`src/rtl/scan_select_mux.sv`:
```
// Registered multi-channel selector with a shared select register that is
// loaded manually, auto-scans up or down at a fixed divided rate, or freezes.
// Every channel picks the same input index; out lags the select by one edge.
//
// Parameter constraints, which the design assumes and does not check:
//   NUM_IN >= 2, SCAN_DIV >= 1, 2**SEL_W >= NUM_IN.
module scan_select_mux #(
    parameter int unsigned NUM_CH   = 3,
    parameter int unsigned NUM_IN   = 5,
    parameter int unsigned W        = 1,
    parameter int unsigned SCAN_DIV = 4,
    parameter int unsigned SEL_W    = 3
) (
    input  logic                       clock,
    input  logic                       reset,
    input  logic [NUM_CH*NUM_IN*W-1:0] data_in,
    input  logic [SEL_W-1:0]           sel_in,
    input  logic                       load,
    input  logic [1:0]                 mode,
    output logic [NUM_CH*W-1:0]        out,
    output logic [SEL_W-1:0]           cur_sel,
    output logic                       sel_err,
    output logic                       tick
);

    typedef enum logic [1:0] {
        ModeManual   = 2'b00,
        ModeScanUp   = 2'b01,
        ModeScanDown = 2'b10,
        ModeFreeze   = 2'b11
    } mode_e;

    // A divider of 1 still needs a one-bit counter that simply sits at zero.
    localparam int unsigned DivW = (SCAN_DIV > 1) ? $clog2(SCAN_DIV) : 1;

    localparam logic [SEL_W-1:0] SelLast = SEL_W'(NUM_IN - 1);
    localparam logic [DivW-1:0]  DivLast = DivW'(SCAN_DIV - 1);

    mode_e                mode_cur;
    logic [1:0]           mode_q;
    logic                 mode_chg;

    logic [SEL_W-1:0]     sel_q, sel_d;
    logic [DivW-1:0]      div_q, div_d;
    logic                 err_q, err_d;
    logic                 tick_q, tick_d;
    logic [NUM_CH*W-1:0]  out_q, out_d;
    logic [NUM_CH*W-1:0]  mux;

    assign mode_cur = mode_e'(mode);
    // Any mode edge restarts the divider so a fresh scan always waits a full period.
    assign mode_chg = (mode != mode_q);

    // Select, divider, error flag and step pulse: reset > load > auto-step > hold.
    always_comb begin
        sel_d  = sel_q;
        div_d  = div_q;
        err_d  = err_q;
        tick_d = 1'b0;
        if (load) begin
            div_d = '0;
            if (sel_in <= SelLast) begin
                sel_d = sel_in;
                err_d = 1'b0;
            end else begin
                err_d = 1'b1;
            end
        end else if (mode_chg) begin
            div_d = '0;
        end else begin
            unique case (mode_cur)
                ModeManual: begin
                    div_d = '0;
                end
                ModeScanUp, ModeScanDown: begin
                    if (div_q == DivLast) begin
                        div_d  = '0;
                        tick_d = 1'b1;
                        if (mode_cur == ModeScanUp) begin
                            sel_d = (sel_q == SelLast) ? '0 : sel_q + 1'b1;
                        end else begin
                            sel_d = (sel_q == '0) ? SelLast : sel_q - 1'b1;
                        end
                    end else begin
                        div_d = div_q + 1'b1;
                    end
                end
                ModeFreeze: begin
                    div_d = div_q;
                end
            endcase
        end
    end

    // Per-channel input selection by the current (pre-edge) select value.
    always_comb begin
        mux = '0;
        for (int c = 0; c < int'(NUM_CH); c++) begin
            for (int i = 0; i < int'(NUM_IN); i++) begin
                if (sel_q == SEL_W'(i)) begin
                    mux[c*W +: W] = data_in[(c*int'(NUM_IN) + i)*int'(W) +: W];
                end
            end
        end
    end

    // Output stage holds its value for as long as the mode input requests freeze.
    always_comb begin
        out_d = (mode_cur == ModeFreeze) ? out_q : mux;
    end

    // State registers with synchronous active-high reset.
    always_ff @(posedge clock) begin
        if (reset) begin
            sel_q  <= '0;
            div_q  <= '0;
            mode_q <= 2'b00;
            err_q  <= 1'b0;
            tick_q <= 1'b0;
            out_q  <= '0;
        end else begin
            sel_q  <= sel_d;
            div_q  <= div_d;
            mode_q <= mode;
            err_q  <= err_d;
            tick_q <= tick_d;
            out_q  <= out_d;
        end
    end

    assign out     = out_q;
    assign cur_sel = sel_q;
    assign sel_err = err_q;
    assign tick    = tick_q;

endmodule
```
`config.mk`:
```
export PLATFORM = sky130hd
export DESIGN_NAME = scan_select_mux
export DESIGN_NICKNAME = d
export VERILOG_FILES = /design/src/rtl/scan_select_mux.sv
export SDC_FILE = /design/constraint.sdc
export NUM_CORES = 1
export LEC_CHECK = 0
export ABC_AREA = 1
export CAP_MARGIN = 20
export CORE_UTILIZATION = 44
export CTS_CLUSTER_DIAMETER = 30
export DETAILED_ROUTE_END_ITERATION = 6
export PLACE_DENSITY = 0.88
export RECOVER_POWER = 25
export SLEW_MARGIN = 10
export SYNTH_ARGS = -nofsm -noshare
export SYNTH_HDL_FRONTEND = slang
export SYNTH_SLANG_ARGS = --single-unit
export TNS_END_PERCENT = 1
```
`constraint.sdc`:
```
create_clock -name clock -period 1.49 [get_ports clock]
set_input_delay 0.298 -clock clock [delete_from_list [all_inputs] [get_ports clock]]
set_output_delay 0.298 -clock clock [all_outputs]
set_load 0.02 [all_outputs]
```
# [After elaboration in Yosys (flattened, before gate mapping)]
# Index checks and enable logic that the tools add are counted.
[word_totals] register_bits=12 wordCells=57 out_inout_bits=8
[op_classes] n_addsub=3 bitwise=1 n_eq_ne=11 reduce_logical=8 n_mux=27 n_lt_le_gt_ge=1
[op_table] op="$mux 3" count=8
[op_table] op="$mux 1" count=17
[op_table] op="$eq 2x2->1 const B" count=3
[op_table] op="$eq 3x2->1 const B" count=2
[op_table] op="$pmux 2 s2" count=1
[op_table] op="$reduce_and 4->1" count=1
[op_table] op="$reduce_bool 2->1" count=2
[op_table] op="$reduce_or 4->1" count=1
[op_table] op="$add 3x1->3 const B" count=1
[op_table] op="$eq 3x1->1 const B" count=1
[op_table] op="$eq 3x3->1 const B" count=1
[op_table] op="$le 3x3->1 const B" count=1
[op_table] op="$logic_not 3->1" count=1
[op_table] op="$reduce_or 3->1" count=1
[op_table] op="$sub 3x1->3 const B" count=1
[op_table] op="$add 2x1->2 const B" count=1
[op_table] op="$eq 2x1->1 const B" count=1
[op_table] op="$logic_not 2->1" count=1
[op_table] op="$mux 2" count=1
[op_table] op="$ne 2x1->1 const B" count=1
[op_table] op="$ne 2x2->1" count=1
[op_table] op="$ne 2x2->1 const B" count=1
[op_table] op="$reduce_or 2->1" count=1
[op_table] op="$not 1->1" count=1

# [Depth between registers and ports, before layout]
# Gate-level depths: netlist of the first run.
[depth] word_depth=7 mapped_depth=10 mapped_depth_nobuf=10

# [Worst setup path after synthesis of the first run]
# No wires, ideal clock.
[synth_path] kind="register to register" from="reg sel_q[0] (netlist: cur_sel[0])" to="reg sel_q[0] (netlist: cur_sel[0])" path_slack_ns=0.022 n_path_buf=0 t_arrival_ns=1.404 t_required_ns=1.426 path_stages_with_launch=10 period_less_slack_ns=1.468 cell_sequence="dfxtp_1 inv_1 ha_1 nand2_1 inv_1 o21ai_2 nand3_1 nand2_1 nor2_1 nor2_1"
[synth_via] elab_chain_cells=7 word_cells_on_any_way=11 classes_between="add/sub (2); eq/ne (1); mux (7); reduce/logical (1)"
[synth_lines] element="start: declaration" line="43" source="logic [SEL_W-1:0] sel_q, sel_d;"
[synth_lines] element="start signal: assignment" line="122" source="sel_q <= sel_d;"
[synth_lines] element="$sub 3x1->3 (tied with other cells)" line="82" source="sel_d = (sel_q == '0) ? SelLast : sel_q - 1'b1;"
[synth_lines] element="$mux 3 (on tied branches)" line="82, 80"
[synth_lines] element="$mux 3 (*)" line="79" source="if (mode_cur == ModeScanUp) begin"
[synth_lines] element="$mux 3 (*)" line="76" source="if (div_q == DivLast) begin"
[synth_lines] element="$mux 3 (*)" line="71" source="unique case (mode_cur)"
[synth_lines] element="$mux 3 (*)" line="68" source="end else if (mode_chg) begin"
[synth_lines] element="$mux 3 (*)" line="60" source="if (load) begin"
# Every way passes the cells marked *; elsewhere a longest branch is shown, timed or not. The select of a mux whose other input is x is not followed.
# A chain may end at the register's enable or synchronous reset.

# [Final worst setup path of the first run]
[layout_path] from="reg sel_q[0] (netlist: cur_sel[0])" to="reg out_q[0] (netlist: out[0])"
[layout_via] elab_chain_cells=6 word_cells_on_any_way=10 classes_between="eq/ne (4); mux (5); reduce/logical (1)"
[layout_lines] element="$logic_not 3->1" line="100" source="if (sel_q == SEL_W'(i)) begin"
[layout_lines] element="$mux 1 (4 in series)" line="100"
[layout_lines] element="$mux 1 (*)" line="100"
[layout_lines] element="end signal: assignment" line="127" source="out_q <= out_d;"
[layout_lines] element="end: declaration" line="47" source="logic [NUM_CH*W-1:0] out_q, out_d;"
# Every way passes the cells marked *; elsewhere a longest branch is shown, timed or not.

==> results_dict.tcl, run 1 <==
set metrics [dict create \
    wl_mm 2.47 \
    htreeDepth 1 \
    cts.sinks 12 \
    drive_above_1_share_pct 19.3 \
    synth_area_per_cell_sq_um 6.21 \
    dp_slack_ns -0.379 \
    post-route-period-util_pct 92.3 \
    synthCells 141 \
    cp_common_cell "nand2_1" \
    grt_antenna_before_repair 0 \
    fp.dieH_microns 46.6 \
    gp_congestion 0.886 \
    io_pins 31 \
    criticalPathCategory "reg -> reg" \
    clock-root-buffer "clkbuf_4" \
    p_leak_uw 0.000702 \
    cp-start-kind "register" \
    cp_max_fo 5 \
    cts_setup_buffers 0 \
    r2r_start "cur_sel[0]" \
    synth_area_leaders "dfxtp_1 27%, nand2_1 19%, ha_1 13%" \
    netlist_area_sq_um 876 \
    core-area_sq_um 1800 \
    initial_core_util_pct 48.6 \
    relSlewSlack_pct 80.2 \
    antenna_cells 0 \
    drcViolationCount 0 \
    worst_setup_path_end_kind "register" \
    dr.pass1.iters 5 \
    hpwl_mm 1.98 \
    nNetsFinal 221 \
    ys_seq_area_share_pct 27.4 \
    ys_seq_elements 12 \
    cts_hold_buf 0 \
    grt_max_degree 8 \
    finalNonFillerCells 212 \
    cpMaxStageDelayCell "dfxtp_2" \
    vias 1061 \
    drt_iter0_drc 29 \
    cp_data_required_time_ns 1.65 \
    crit_buf_inv 3 \
    fmax_mhz 727 \
    tightest_slew_ns 0.296 \
    clock_latency_ns 0.27 \
    worst_slack_ns 0.115 \
    arrival_ns 1.53 \
    cts_tree "yes" \
    slowest_delay_ns 0.34 \
    track_usage_pct 23.1 \
    tns_ns 0 \
    ir_drop_mv 0.584 \
    maxCapViolCount 0 \
    fin_crit_ns 1.37 \
    post-place-cells 209 \
    crit_family "flip-flops" \
    viasPerCell 5.00 \
    gr-total-overflow 0 \
    synth_top_area_share_pct 27.4 \
    grt_setup_unrepaired "true" \
    powerDensity_nw_per_um2 673 \
    min-delay-start "sel_err" \
    grt_pass1_wl_mm 3.54 \
    setup_viol 0 \
    synth_area_leader_cell "dfxtp_1" \
    fp.dieW_microns 46.6 \
    final_util_pct 75.3 \
    num_rows 15 \
    synth_nets 173 \
    status "finished clean" \
    wl_per_cell_microns 11.6 \
    syn_to_final_growth_pct 55.0 \
    drv_slew 0 \
    dieArea_sq_um 2170 \
    cts_made_buffers 3 \
    crit_chain "inv_1 > buf_4 > ha_1 > nand2_4 > o21ai_1 > inv_1 > nand2_1 > nand2_1 > nand2_1 > a21oi_2" \
    finClkSkew_ns 0.00132 \
    yosysWarningCount 0 \
    critPathLaunch "cur_sel[0]" \
    min_path_type "reg -> reg" \
    antenna_left 0 \
    synthDistinctLibCells 20 \
    hold_viol 0 \
    cts.clk_slew.worst_paths_ns 0.07 \
    grt_pass1_vias 944 \
    clk_path_buf_depth 2 \
    port_buffers 30 \
]
[what timing repair did]
action / in CTS / in global routing
pin swaps: 4 / 0
setup endpoints to repair: 12 / 6
hold endpoints to repair: 0 / 0
gates resized for setup: 10 / 13
[synth_stat cells (all sizes together)]
cell type  number
nand2          47
inv            23
nor2           21
dfxtp          12
ha              9
a21oi           7
nand3           7
o21ai           7
a22oi           2
o211ai          2
nand3b          1
nand4           1
nor3            1
or2             1
[sequential cells by signal (all words and copies together), names as in the netlist]
signal and flops:
out 3, cur_sel 3, div_q 2, tick 1, sel_err 1, mode_q 2
[worst register-to-register path, delay by kind of cell (launching register included)]
family                   cells  cell delay [ns]
AND/OR/NAND/NOR              4             0.26
buffers and inverters        3             0.30
AO/OA/AOI/OAI                2             0.17
adder cells (fa/ha/maj)      1             0.20
flip-flops                   1             0.34
[layout make-up]
| type | instances | area [sq um] |
|---|---|---|
| clock buffer | 3 | 22.5 |
| sequential | 12 | 244 |
| multi-input combinational | 106 | 584 |
| fill | 155 | 444 |
| inverter | 23 | 86.3 |
| timing repair buffer | 43 | 389 |
| tap | 25 | 31.3 |
[logic make-up after synthesis]
kind of cell	after synthesis	synth area share (%)
simple gates	79	37.1
buf+inv	23	9.86
compound gates	18	12.7
flops	12	27.4
fa+ha+maj	9	12.9
[layer usage]
layer / track usage, % / vias to the layer above / part of all wire [%]
met2: 45.0 / 48 / 51
met4: 13.7 / 0 / 2.6
met3: 2.75 / 9 / 5.2
met5: 0 / - / 0
li1: - / 534 / -
met1: 22.5 / 470 / 41
[report_power, final]
| part | switching (uW) | internal (uW) | total (uW) |
|---|---|---|---|
| Combinational | 189 | 171 | 360 |
| Clock | 98.1 | 93.6 | 192 |
| Sequential | 18.3 | 344 | 363 |
| Total | 305 | 608 | 914 |
[cells in the final DEF (no fill, tap or decap)]
cell,netlist,routed
nand3b_1,1,1
o21ai_2,1,1
nor2_2,0,2
nand2_1,45,42
dfxtp_1,12,9
ha_2,0,2
o211ai_1,2,2
dlymetal6s2s_1,0,1
buf_4,0,13
ha_4,0,1
nand3_1,7,6
inv_2,2,3
o21ai_1,2,2
a21oi_1,5,5
a21oi_2,2,2
dfxtp_2,0,3
nor2_1,21,19
clkdlybuf4s50_1,0,20
clkbuf_4,0,3
ha_1,9,6
dlygate4sd2_1,0,9
nand2_4,1,1
inv_1,21,20
nor3_1,1,1
o21ai_0,4,4
nand2_2,1,4
a22oi_1,2,2
nand4_1,1,1
or2_1,1,1
nand3_2,0,1
[worst paths after layout]
path	endpoint	slack (ns)	cells after the start
max	out[0]	0.12	10
min	sel_err	0.47	2
min reg2reg	sel_err	0.47	2
max reg2reg	out[0]	0.12	10
[metrics by stage]
stage | instance area, sq um | power [uW] | hold slack (ns)
2_1_floorplan | 876 | 554 | 0.367
5_1_grt | 1360 | 969 | 0.489
3_5_place_dp | 1310 | 726 | 0.464
6_report | 1360 | 914 | 0.470
3_3_place_gp | 1310 | 709 | 0.458
4_1_cts | 1320 | 898 | 0.474
Note: power is estimated with default switching activity, not from simulation.
==> inputs of run 2 (changes only) <==
--- a/config.mk
+++ b/config.mk
@@ -12,7 +12,6 @@
 export DETAILED_ROUTE_END_ITERATION = 6
 export PLACE_DENSITY = 0.88
 export RECOVER_POWER = 25
-export SLEW_MARGIN = 10
 export SYNTH_ARGS = -nofsm -noshare
 export SYNTH_HDL_FRONTEND = slang
 export SYNTH_SLANG_ARGS = --single-unit
==> results of run 2 <==
No change in the layout: final DEF, timing and power equal those of run 1.
